==> src/rtl/oc8051_tc_pkg.sv <==
// Shared constants, types and the per-timer count step for the 8051 timer/counter block.
package oc8051_tc_pkg;

  localparam logic [7:0] OC8051_SFR_TMOD = 8'h89;
  localparam logic [7:0] OC8051_SFR_TL0  = 8'h8A;
  localparam logic [7:0] OC8051_SFR_TL1  = 8'h8B;
  localparam logic [7:0] OC8051_SFR_TH0  = 8'h8C;
  localparam logic [7:0] OC8051_SFR_TH1  = 8'h8D;

  localparam logic [7:0] OC8051_RST_TMOD = 8'h00;
  localparam logic [7:0] OC8051_RST_TH   = 8'h00;
  localparam logic [7:0] OC8051_RST_TL   = 8'h00;

  typedef enum logic [1:0] {
    OC8051_TMOD_M13    = 2'd0,
    OC8051_TMOD_M16    = 2'd1,
    OC8051_TMOD_M8R    = 2'd2,
    OC8051_TMOD_MSPLIT = 2'd3
  } tc_mode_e;

  // Overflow is attributed to the byte that produced it so a colliding write can cancel it.
  typedef struct packed {
    logic [7:0] th;
    logic [7:0] tl;
    logic       ovf_tl;
    logic       ovf_th;
  } tc_cnt_t;

  // In split mode only the TL half is stepped here; the caller handles TH.
  function automatic tc_cnt_t tc_count(input tc_mode_e mode, input logic [7:0] th,
                                       input logic [7:0] tl, input logic tick);
    tc_cnt_t r;
    logic    carry;
    r.th     = th;
    r.tl     = tl;
    r.ovf_tl = 1'b0;
    r.ovf_th = 1'b0;
    carry    = 1'b0;
    case (mode)
      OC8051_TMOD_M13: begin
        carry    = tick & (tl[4:0] == 5'h1F);
        r.tl     = {tl[7:5], tl[4:0] + {4'd0, tick}};
        r.th     = th + {7'd0, carry};
        r.ovf_th = carry & (th == 8'hFF);
      end
      OC8051_TMOD_M16: begin
        carry    = tick & (tl == 8'hFF);
        r.tl     = tl + {7'd0, tick};
        r.th     = th + {7'd0, carry};
        r.ovf_th = carry & (th == 8'hFF);
      end
      OC8051_TMOD_M8R: begin
        if (tick) begin
          if (tl == 8'hFF) begin
            r.tl     = th;
            r.ovf_tl = 1'b1;
          end else begin
            r.tl = tl + 8'd1;
          end
        end
      end
      default: begin
        r.tl     = tl + {7'd0, tick};
        r.ovf_tl = tick & (tl == 8'hFF);
      end
    endcase
    return r;
  endfunction

endpackage

==> src/rtl/oc8051_tc_if.sv <==
// SFR byte bus between the core and the timer/counter block.
interface oc8051_tc_if;
  logic [7:0] wr_addr;
  logic [7:0] rd_addr;
  logic [7:0] data_in;
  logic [7:0] data_out;
  logic       wr;
  logic       wr_bit;

  modport master (output wr_addr, rd_addr, data_in, wr, wr_bit, input data_out);
  modport slave  (input wr_addr, rd_addr, data_in, wr, wr_bit, output data_out);
endinterface

==> src/rtl/oc8051_tc_sync.sv <==
// Pin synchronizer (CNT_SYNC flops, legal 1..3) with falling-edge detect on the synced level.
module oc8051_tc_sync #(
  parameter int CNT_SYNC = 2
) (
  input  logic clk,
  input  logic rst,
  input  logic pin,
  output logic sync,
  output logic fall
);

  logic [CNT_SYNC-1:0] sync_q, sync_d;
  logic                prev_q, prev_d;

  always_comb begin
    sync_d[0] = pin;
    for (int i = 1; i < CNT_SYNC; i++) sync_d[i] = sync_q[i-1];
    prev_d = sync_q[CNT_SYNC-1];
  end

  always_ff @(posedge clk) begin
    if (rst) begin
      sync_q <= '0;
      prev_q <= 1'b0;
    end else begin
      sync_q <= sync_d;
      prev_q <= prev_d;
    end
  end

  assign sync = sync_q[CNT_SYNC-1];
  assign fall = prev_q & ~sync_q[CNT_SYNC-1];

endmodule

==> src/rtl/oc8051_tc.sv <==
// 8051 timer/counter 0 and 1: TMOD/THx/TLx SFRs, mode 0..3 counting and overflow pulses.
module oc8051_tc
  import oc8051_tc_pkg::*;
#(
  parameter int CNT_SYNC = 2
) (
  input  logic           clk,
  input  logic           rst,
  oc8051_tc_if.slave     sfr,
  input  logic           tr0,
  input  logic           tr1,
  input  logic           t0,
  input  logic           t1,
  input  logic           int0,
  input  logic           int1,
  output logic           tf0,
  output logic           tf1
);

  logic [3:0] pin_raw, pin_sync, pin_fall;
  logic [3:0] unused_pins;

  assign pin_raw     = {int1, int0, t1, t0};
  assign unused_pins = {pin_fall[3:2], pin_sync[1:0]};

  generate
    for (genvar gi = 0; gi < 4; gi++) begin : g_sync
      oc8051_tc_sync #(.CNT_SYNC(CNT_SYNC)) u_sync (
        .clk  (clk),
        .rst  (rst),
        .pin  (pin_raw[gi]),
        .sync (pin_sync[gi]),
        .fall (pin_fall[gi])
      );
    end
  endgenerate

  logic [7:0] tmod_q, tmod_d, tl0_q, tl0_d, th0_q, th0_d, tl1_q, tl1_d, th1_q, th1_d;
  logic [7:0] data_out_q, data_out_d;
  logic       tf0_q, tf0_d, tf1_q, tf1_d;

  logic       wr_en, wr_tmod, wr_tl0, wr_th0, wr_tl1, wr_th1;
  tc_mode_e   mode0, mode1;
  logic       split, run0, run1, tick0, tick1, ovf_th0, ovf0, ovf1, rd_hit;
  tc_cnt_t    cnt0, cnt1;
  logic [7:0] th0_cnt, rd_val;

  always_comb begin
    wr_en   = sfr.wr & ~sfr.wr_bit;
    wr_tmod = wr_en & (sfr.wr_addr == OC8051_SFR_TMOD);
    wr_tl0  = wr_en & (sfr.wr_addr == OC8051_SFR_TL0);
    wr_th0  = wr_en & (sfr.wr_addr == OC8051_SFR_TH0);
    wr_tl1  = wr_en & (sfr.wr_addr == OC8051_SFR_TL1);
    wr_th1  = wr_en & (sfr.wr_addr == OC8051_SFR_TH1);

    mode0 = tc_mode_e'(tmod_q[1:0]);
    mode1 = tc_mode_e'(tmod_q[5:4]);
    split = (mode0 == OC8051_TMOD_MSPLIT);

    run0  = tr0 & (~tmod_q[3] | pin_sync[2]);
    run1  = tr1 & (~tmod_q[7] | pin_sync[3]);
    tick0 = run0 & (~tmod_q[2] | pin_fall[0]);
    // Timer 1 stops while timer 0 is split because TH0 has taken over tr1.
    tick1 = run1 & (~tmod_q[6] | pin_fall[1]) & ~split & (mode1 != OC8051_TMOD_MSPLIT);

    cnt0 = tc_count(mode0, th0_q, tl0_q, tick0);
    cnt1 = tc_count(mode1, th1_q, tl1_q, tick1);

    th0_cnt = split ? th0_q + {7'd0, tr1} : cnt0.th;
    ovf_th0 = split ? (tr1 & (th0_q == 8'hFF)) : cnt0.ovf_th;

    tmod_d = wr_tmod ? sfr.data_in : tmod_q;
    tl0_d  = wr_tl0  ? sfr.data_in : cnt0.tl;
    th0_d  = wr_th0  ? sfr.data_in : th0_cnt;
    tl1_d  = wr_tl1  ? sfr.data_in : cnt1.tl;
    th1_d  = wr_th1  ? sfr.data_in : cnt1.th;

    ovf0 = (cnt0.ovf_tl & ~wr_tl0) | (~split & ovf_th0 & ~wr_th0);
    ovf1 = split ? (ovf_th0 & ~wr_th0)
                 : ((cnt1.ovf_tl & ~wr_tl1) | (cnt1.ovf_th & ~wr_th1));
    // A pulse is always followed by a low cycle so the edge detector downstream sees every one.
    tf0_d = ovf0 & ~tf0_q;
    tf1_d = ovf1 & ~tf1_q;

    rd_hit = 1'b1;
    rd_val = 8'h00;
    case (sfr.rd_addr)
      OC8051_SFR_TMOD: rd_val = tmod_q;
      OC8051_SFR_TL0:  rd_val = tl0_q;
      OC8051_SFR_TH0:  rd_val = th0_q;
      OC8051_SFR_TL1:  rd_val = tl1_q;
      OC8051_SFR_TH1:  rd_val = th1_q;
      default:         rd_hit = 1'b0;
    endcase
    data_out_d = (rd_hit & wr_en & (sfr.wr_addr == sfr.rd_addr)) ? sfr.data_in : rd_val;
  end

  always_ff @(posedge clk) begin
    if (rst) begin
      tmod_q     <= OC8051_RST_TMOD;
      tl0_q      <= OC8051_RST_TL;
      th0_q      <= OC8051_RST_TH;
      tl1_q      <= OC8051_RST_TL;
      th1_q      <= OC8051_RST_TH;
      data_out_q <= 8'h00;
      tf0_q      <= 1'b0;
      tf1_q      <= 1'b0;
    end else begin
      tmod_q     <= tmod_d;
      tl0_q      <= tl0_d;
      th0_q      <= th0_d;
      tl1_q      <= tl1_d;
      th1_q      <= th1_d;
      data_out_q <= data_out_d;
      tf0_q      <= tf0_d;
      tf1_q      <= tf1_d;
    end
  end

  assign sfr.data_out = data_out_q;
  assign tf0          = tf0_q;
  assign tf1          = tf1_q;

endmodule
==> src/flat_wrapper.sv <==
// flat-port wrapper written by rule: the top's interface ports become plain ports
module oc8051_tc_flat import oc8051_tc_pkg::*;
#(
  parameter int CNT_SYNC = 2
)
  (clk, rst, tr0, tr1, t0, t1, int0, int1, tf0, tf1, sfr_wr_addr, sfr_rd_addr, sfr_data_in, sfr_wr, sfr_wr_bit, sfr_data_out);
  oc8051_tc_if sfr_i ();
  input  logic clk;
  input  logic rst;
  input  logic tr0;
  input  logic tr1;
  input  logic t0;
  input  logic t1;
  input  logic int0;
  input  logic int1;
  output logic tf0;
  output logic tf1;
  input wire logic [$bits(sfr_i.wr_addr)-1:0] sfr_wr_addr;
  input wire logic [$bits(sfr_i.rd_addr)-1:0] sfr_rd_addr;
  input wire logic [$bits(sfr_i.data_in)-1:0] sfr_data_in;
  input wire logic [$bits(sfr_i.wr)-1:0] sfr_wr;
  input wire logic [$bits(sfr_i.wr_bit)-1:0] sfr_wr_bit;
  output wire logic [$bits(sfr_i.data_out)-1:0] sfr_data_out;
  assign sfr_i.wr_addr = sfr_wr_addr;
  assign sfr_i.rd_addr = sfr_rd_addr;
  assign sfr_i.data_in = sfr_data_in;
  assign sfr_i.wr = sfr_wr;
  assign sfr_i.wr_bit = sfr_wr_bit;
  assign sfr_data_out = sfr_i.data_out;
  oc8051_tc #(.CNT_SYNC(CNT_SYNC)) u_core (.clk(clk), .rst(rst), .sfr(sfr_i), .tr0(tr0), .tr1(tr1), .t0(t0), .t1(t1), .int0(int0), .int1(int1), .tf0(tf0), .tf1(tf1));
endmodule
==> config.mk <==
export PLATFORM = sky130hd
export DESIGN_NAME = oc8051_tc_flat
export DESIGN_NICKNAME = d
export VERILOG_FILES = /design/src/rtl/oc8051_tc_pkg.sv /design/src/rtl/oc8051_tc_if.sv /design/src/rtl/oc8051_tc_sync.sv /design/src/rtl/oc8051_tc.sv /design/src/flat_wrapper.sv
export SDC_FILE = /design/constraint.sdc
export NUM_CORES = 1
export LEC_CHECK = 0
export BUFFER_PORTS_ARGS = -buffer_cell sky130_fd_sc_hd__buf_2
export CELL_PAD_IN_SITES_DETAIL_PLACEMENT = 0
export CELL_PAD_IN_SITES_GLOBAL_PLACEMENT = 2
export CORE_MARGIN = 1.5
export CORE_UTILIZATION = 36
export DETAILED_ROUTE_END_ITERATION = 8
export PLACE_DENSITY_LB_ADDON = 0.1
export REMOVE_ABC_BUFFERS = 1
export SLEW_MARGIN = 20
export SYNTH_ARGS = -nofsm -noshare
export SYNTH_HDL_FRONTEND = slang
export SYNTH_HIERARCHICAL = 1
export SYNTH_SLANG_ARGS = --single-unit
==> constraint.sdc <==
create_clock -name clk -period 2.95 [get_ports clk]
set_clock_uncertainty 0.15 [all_clocks]
set_input_delay 0.59 -clock clk [delete_from_list [all_inputs] [get_ports clk]]
set_output_delay 0.59 -clock clk [all_outputs]
set_load 0.02 [all_outputs]
**After elaboration in Yosys (flattened, before gate mapping)**

Cells that the tools add are included.

- Bits in registers: 60
- Input port bits: 34

- $add $sub $neg: 11
- Eq/ne operators: 27
- Muxes and demuxes: 24
- Bitwise operators: 53
- Reduce and logical (&&, ||, !) cells: 9

Operator list:

| kind | number |
|---|---|
| $eq A8 B8 Y1 const B | 14 |
| $mux W8 | 8 |
| $pmux W8 S2 | 4 |
| $add A8 B1 Y8 | 7 |
| $pmux W8 S5 | 1 |
| $and A1 B1 Y1 | 33 |
| $mux W9 | 2 |
| $add A8 B1 Y8 const B | 2 |
| $not A1 Y1 | 14 |
| $add A5 B1 Y5 | 2 |
| $eq A5 B5 Y1 const B | 2 |
| $eq A8 B8 Y1 | 1 |
| $pmux W1 S2 | 4 |
| $eq A2 B2 Y1 const B | 3 |
| $ne A3 B1 Y1 const B | 2 |
| $or A1 B1 Y1 | 6 |
| $mux W1 | 5 |
| $reduce_or A5 Y1 | 1 |
| $eq A2 B1 Y1 const B | 2 |
| $logic_not A2 Y1 | 2 |
| $ne A2 B1 Y1 const B | 2 |
| $reduce_and A2 Y1 | 2 |
| $reduce_bool A4 Y1 | 1 |
| $reduce_or A2 Y1 | 2 |
| 2 further kinds | 2 |

**Logic depth before layout (Yosys ltp)**

Gate-level depths: netlist (run 1).

- Word-level depth: 13
- Depth in mapped cells: 13
- Mapped depth without buffers: 13

**Modules after synthesis**

The synthesis (run 1) kept the hierarchy.

By module, submodules not included:

| module | times used | cells an instance | area each (um2) | sequential area each (um2) |
|---|---|---|---|---|
| oc8051_tc | 1 | 458 | 3694.8 | 1001.0 |
| oc8051_tc_sync | 4 | 7 | 87.6 | 60.1 |

**Worst setup path after synthesis (run 1)**

Ideal clock, no wire load.

- Path kind: reg-to-reg
- Start point: reg u_core.tl0_q[0]
- End point: reg u_core.th0_q[6]
- Setup time: 86 ps
- Data arrival time: 2308 ps
- Data required time: 2714 ps
- Path slack: 407 ps
- Stages on the path, launching flop included: 12
- Buffers on the path: 0
- Cell sequence: dfxtp_1 > ha_1 > nand4_1 > o41ai_1 > nand2_1 > o21ai_0 > ha_1 > ha_1 > and3_1 > nand4_1 > xor2_1 > a211oi_1

- Word-level cells in the longest chain between the ends: 6
- Elaborated cells between the ends (all ways): 9
- Classes of those cells: add/sub (2); eq/ne (2); mux (3); bitwise (2)

Ends and longest elaborated chain:

| element | RTL line | RTL |
|---|---|---|
| from (decl) | oc8051_tc.sv:38 | `logic [7:0] tmod_q, tmod_d, tl0_q, tl0_d, th0_q, th0_d, tl1_q, tl1_d, th1_q, th1_d;` |
| from (signal assigned) | oc8051_tc.sv:110 | `tl0_q <= tl0_d;` |
| $eq A8 B8 Y1 / $eq A5 B5 Y1 (equally long branches) | oc8051_tc_pkg.sv:47, oc8051_tc_pkg.sv:41 |  |
| $and A1 B1 Y1 (on tied branches) | oc8051_tc_pkg.sv:47, oc8051_tc_pkg.sv:41 |  |
| $add A8 B1 Y8 (on tied branches) | oc8051_tc_pkg.sv:49, oc8051_tc_pkg.sv:43 |  |
| $pmux W8 S2 * | oc8051_tc_pkg.sv:39 | `case (mode)` |
| $mux W8 * | oc8051_tc.sv:69 | `th0_cnt = split ? th0_q + {7'd0, tr1} : cnt0.th;` |
| $mux W8 * | oc8051_tc.sv:74 | `th0_d = wr_th0 ? sfr.data_in : th0_cnt;` |
| to (signal assigned) | oc8051_tc.sv:111 | `th0_q <= th0_d;` |
| to (decl) | oc8051_tc.sv:38 |  |

Mark *: on every way between the ends. The rest lies on a longest branch, timed or not.
A chain may end at the register's enable or synchronous reset.

**Worst setup path in the final report (run 1)**

Ends and elaborated chain as after synthesis.

==> results.toml, run 1 <==
[status]
outcome = "finished clean"

[critical_path]
path_delay_family = "adder cells"
crit_type = "register to register"
crit_slowest_cell = "dfxtp_1"
r2r_end = "u_core/th0_q[6]"
endpoint_kind = "register"
path_buf_inv = 0
path_cells = "ha_1 > and3_1 > ha_1 > o21ai_0 > o41ai_1 > nand2_1 > o21ai_0 > ha_1 > ha_1 > and3_1 > nand4_1 > xor2_1 > a211oi_1"
reg2reg_depth = 13
r2r_slack_ps = 220
worstPathMaxFanout = 7
required_ps = 3070
cp-start-kind = "register"
worst_r2r_startpoint = "u_core/tl0_q[0]"
crit_top_cell = "ha_1"
crit_path_max_incr_delay_ps = 340
worst_ep_arrival_time_ps = 2850

[sta]
tns_ps = 0
rsz0062_at_grt = "false"
slew_viol_final = 0
fin_crit_ps = 2730
finalHoldViolCount = 0
fin_crit_sh_pct = 92.6
max_freq_ghz = 0.366
timing.slew.headroom_pct = 55.2
setup_viol = 0
tightest_slew_ps = 656
fin_ws_ps = 219

[placement]
placed_cell_area_sq_um = 4310
port_buffers = 43
gp_congestion = 0.855
place_ws_ps = 223
hpwlAfterDp_um = 9820
dp.cells = 645

[clock_network]
clockBufferDepth = 2
root_buffer = "clkbuf_8"
cts_hold_buf = 0
post_cts_resized = 0
cts_max_level = 3
cts_buffers = 9
cts_tree = "built"
insertion_delay_ps = 350
postCtsSetupBuffers = 0
clkTransAtPathRegs_ps = 80
clkSinkCount = 60

[final_layout]
syn2layout_area_growth_pct = 12.8
nets = 562
num_antenna_cells = 0
final_cell_count_no_fill = 661
final_util_pct = 41.5
final_area_sq_um = 4480
drive_gt1_share_pct = 16.9

[detailed_routing]
viasPerCell = 5.79
drtIter0Drc = 243
vias = 3829
wire_per_inst_um = 20.2
antenna_left = 0
wirelength_um = 13300
drt_first_pass_iters = 5
drc = 0

[floorplan]
core-area_sq_um = 10800
die_x_um = 108
io_pins = 44
die_area_sq_um = 11700
rows = 38
fp.dieH_um = 108
start_util_pct = 36.8

[global_route]
antenna_found_initial = 0
grt_max_degree = 43
grt_pass1_wl_um = 20900
grt_pass1_vias = 3654
grt_use_total_pct = 24.1
grt-ovfl-total = 0

[synth]
syn_inst = 480
synth_area_sq_um = 3980
ys.warnings.count = 6
avgSynthCellArea_sq_um = 8.28

[min_path]
holdCritPathClass = "input port to register"
hold_end = "u_core/g_sync[2].u_sync/sync_q[0]"
min_path_cells = 2
min_from = "int0"

[power_and_ir_drop]
powerDensity_nw_per_um2 = 379
leakage_nw = 1.81
ir_worst_vdd_uv = 212

[job]
cap_viol_max_count = 0
## layout by cell type (no fill, tap or decap), types with 4 or more instances in the layout
master      count
dfxtp_1        60
nor2_1         56
buf_2          43
nand2_1        31
mux2i_1        30
nand3_1        26
a211oi_1       19
nand4_1        18
nor2b_1        17
xnor2_1        16
nor3_1         15
a21oi_1        14
buf_4          13
ha_1           12
clkbuf_8        9
and3_1          9
xor2_1          9
nand2b_1        8
o21ai_0         7
a311oi_1        7
inv_1           6
nor4_1          6
a2111oi_0       6
and4_1          5
nand4b_1        5
clkinvlp_4      4
o22ai_1         4
mux2_2          4
o221ai_1        4
o211ai_1        4
## registers in the layout (all words and copies together), names as in the netlist
signal	flops
u_core/th0_q	8
u_core/tl0_q	8
u_core/tf1	1
u_core/tmod_q	8
u_core/g_sync.u_sync/prev_q	2
u_core/tl1_q	8
u_core/th1_q	8
u_core/sfr.data_out	8
u_core/tf0	1
u_core/g_sync.u_sync/sync_q	8
## layout make-up
type | instances | area (sq um)
multi-input cells | 382 | 2590
clock buffers | 9 | 124
well taps | 140 | 175
fillers | 1117 | 6310
inverters | 7 | 26.3
repair buffers | 56 | 313
flip-flops and latches | 60 | 1200
clock inverters | 7 | 52.6
## routing by layer
metal / vias to the layer above / GRT usage, % / share of wire [%]
met5: - / 0 / 0
li1: 1868 / - / -
met1: 1819 / 32.9 / 47
met3: 29 / 4.64 / 4.1
met2: 113 / 36.7 / 45
met4: 0 / 10.7 / 3.7
## per-stage QoR
step                hold slack, ps  power [mW]
floorplan                      264       0.934
global placement               267        1.04
detailed placement             272        1.04
CTS                            279        1.72
global route                   274        1.78
finish                         291        1.70
## worst max path at each step
stage                         start               to  slack, ps  cells past startpoint
floorplan           u_core/tl0_q[1]  u_core/th0_q[6]        370                     11
global route        u_core/tl0_q[2]  u_core/th0_q[6]         10                     10
finish              u_core/tl0_q[0]  u_core/th0_q[6]        220                     13
CTS                 u_core/tl0_q[0]  u_core/th0_q[6]        200                     13
global placement    u_core/tl0_q[0]  u_core/th0_q[6]        300                     13
detailed placement  u_core/tl0_q[0]  u_core/th0_q[6]        220                     13
## report_power, final
part           switching, mW  internal (mW)  total, mW
clock network          0.373          0.306      0.679
registers            0.00650          0.821      0.828
logic                  0.119         0.0735      0.192
total                  0.498           1.20       1.70
Power figures use the tool's default switching activity.
==> inputs of run 2 (changes only) <==
--- a/config.mk
+++ b/config.mk
@@ -8,6 +8,7 @@
 export BUFFER_PORTS_ARGS = -buffer_cell sky130_fd_sc_hd__buf_2
 export CELL_PAD_IN_SITES_DETAIL_PLACEMENT = 0
 export CELL_PAD_IN_SITES_GLOBAL_PLACEMENT = 2
+export CORE_ASPECT_RATIO = 1.25
 export CORE_MARGIN = 1.5
 export CORE_UTILIZATION = 36
 export DETAILED_ROUTE_END_ITERATION = 8
==> run 2 against run 1 <==
Hold slack got worse by 14 ps. Power rose by 19%. Global-route usage fell by 0.48 points. Register-to-register slack improved by 50 ps. Die area barely moved. Combinational power fell by 4%. Critical path type unchanged. Sequential power rose by 0.7%.
==> results.toml, run 2 (synthesized netlist as in run 1, its figures left out) <==
[final_layout]
drive_gt1_share_pct = 17.5
nets = 562
syn2layout_area_growth_pct = 15.8
nFillCells = 1120
num_antenna_cells = 0
layout_commonest_cell = "dfxtp_1"
final_cell_mix = "dfxtp_1, nor2_1, buf_2, nand2_1, mux2i_1"

[clock_network]
cts_max_level = 3
cts_hold_buf = 0
clkSinkCount = 60
root_buffer = "clkbuf_16"
cts_buffers = 9
insertion_delay_ps = 340
clockBufferDepth = 2
cts_tree = "built"
clkTransAtPathRegs_ps = 60

[sta]
max_freq_ghz = 0.373
slew_viol_final = 0
tightest_slew_ps = 660
fin_crit_sh_pct = 90.8
tns_ps = 0
setup_viol = 0
finalHoldViolCount = 0
fin_ws_ps = 270
fin_crit_ps = 2680
rsz0062_at_grt = "false"
timing.slew.headroom_pct = 54.9

[power_and_ir_drop]
p_comb_share_pct = 9.1
clkPwrFrac_pct = 49.6
p_seq_share_pct = 41.2
switching_share_pct = 27.1
leakage_nw = 1.87
powerDensity_nw_per_um2 = 440
switchingPower_uw = 549
cellInternalPower_mw = 1.47
ir_worst_vdd_uv = 236

[placement]
place_ws_ps = 155
gp_congestion = 0.924
port_buffers = 43
hpwlAfterDp_um = 10000

[critical_path]
path_delay_family = "compound AO/OA/AOI/OAI gates"
crit_top_cell = "ha_1"
worst_ep_arrival_time_ps = 2770
crit_path_max_incr_delay_ps = 530
crit_type = "register to register"
crit_slowest_cell = "dfxtp_1"
endpoint_kind = "register"
required_ps = 3040
worstPathMaxFanout = 11
path_cells = "nand3_2 > o41ai_2 > nand2_1 > o21ai_0 > ha_1 > ha_1 > and3_1 > nand4_1 > xor2_1 > a211oi_1"
cp-start-kind = "register"
r2r_slack_ps = 270
path_buf_inv = 0

[job]
cap_viol_max_count = 0

[floorplan]
rows = 42
io_pins = 44
core-area_sq_um = 10700
start_util_pct = 37.3
die_x_um = 97.0
die_area_sq_um = 11700
fp.dieH_um = 120

[global_route]
grt-ovfl-total = 0
antenna_found_initial = 0
grt_pass1_vias = 3662
grt_max_degree = 43
grt_use_total_pct = 23.6
grt_pass1_wl_um = 21000

[status]
outcome = "finished clean"

[min_path]
holdCritPathClass = "register to register"

[detailed_routing]
drtIter0Drc = 145
wirelength_um = 13300
drc = 0
wire_per_inst_um = 20.4
drt_first_pass_iters = 5
viasPerCell = 5.90
vias = 3854
antenna_left = 0
## run 2: changes by cell type in the layout (fill, tap and decap cells not counted), sizes merged
cell and delta:
clkinvlp -3, inv +2, clkinv +1
## run 2: power by group through the flow
stage | clock [mW] | combinational [mW] | sequential, mW
4_1_cts | 1.03 | 0.185 | 0.832
2_1_floorplan | 0 | 0.0810 | 0.853
3_3_place_gp | 0 | 0.185 | 0.850
5_1_grt | 1.06 | 0.203 | 0.835
6_report | 1.00 | 0.185 | 0.834
3_5_place_dp | 0 | 0.185 | 0.850
## run 2: metrics by stage
| step | hold WS, ps | std cells | total power [mW] | cell area [sq um] | util (%) |
|---|---|---|---|---|---|
| after floorplan | 264 | 449 | 0.934 | 3820 | - |
| after global placement | 254 | 636 | 1.03 | 4290 | 40.2 |
| after detailed placement | 265 | 636 | 1.03 | 4290 | 40.2 |
| after CTS | 284 | 652 | 2.04 | 4570 | 42.8 |
| after global routing | 308 | 653 | 2.10 | 4600 | 43.2 |
| final | 277 | 653 | 2.02 | 4600 | 43.2 |
## run 2: final timing paths
check | startpoint | endpoint | cells after the start
worst max register to register | u_core/tl0_q[2] | u_core/th0_q[6] | 10
worst max-delay path | u_core/tl0_q[2] | u_core/th0_q[6] | 10
worst min-delay path | u_core/tf1 | u_core/tf1 | 1
worst min register to register | u_core/tf1 | u_core/tf1 | 1
## run 2: layout make-up
| cell class | instances | area (sq um) | area share [%] |
|---|---|---|---|
| clock buffers | 9 | 225 | 4.89 |
| inverters | 7 | 26.3 | 0.571 |
| repair buffers | 56 | 313 | 6.80 |
| well taps | 132 | 165 | 3.59 |
| multi-input cells | 382 | 2620 | 56.8 |
| clock inverters | 7 | 56.3 | 1.22 |
| flip-flops and latches | 60 | 1200 | 26.1 |
## run 2: worst reg2reg max path: stages, from the launching register on
cell	delay, ps
dfxtp_1	530
nand3_2	200
o41ai_2	330
nand2_1	110
o21ai_0	210
ha_1	210
ha_1	160
and3_1	170
nand4_1	110
xor2_1	160
a211oi_1	240
## run 2: repair_timing
item | CTS | global route
setup endpoints to repair | 0 | 3
resized for setup | 0 | 4
endpoints found under the hold margin | 0 | 0
buffers inserted | 0 | 1
## run 2: per-layer routing
layer / part of all wire [%] / vias to the layer above / wire, um / GRT usage (%)
met2: 48 / 111 / 6420 / 39.2
met3: 4.1 / 23 / 543 / 3.53
li1: - / 1880 / - / -
met4: 2.9 / 0 / 388 / 9.51
met1: 45 / 1840 / 5970 / 30.7
met5: 0 / - / 0 / 0
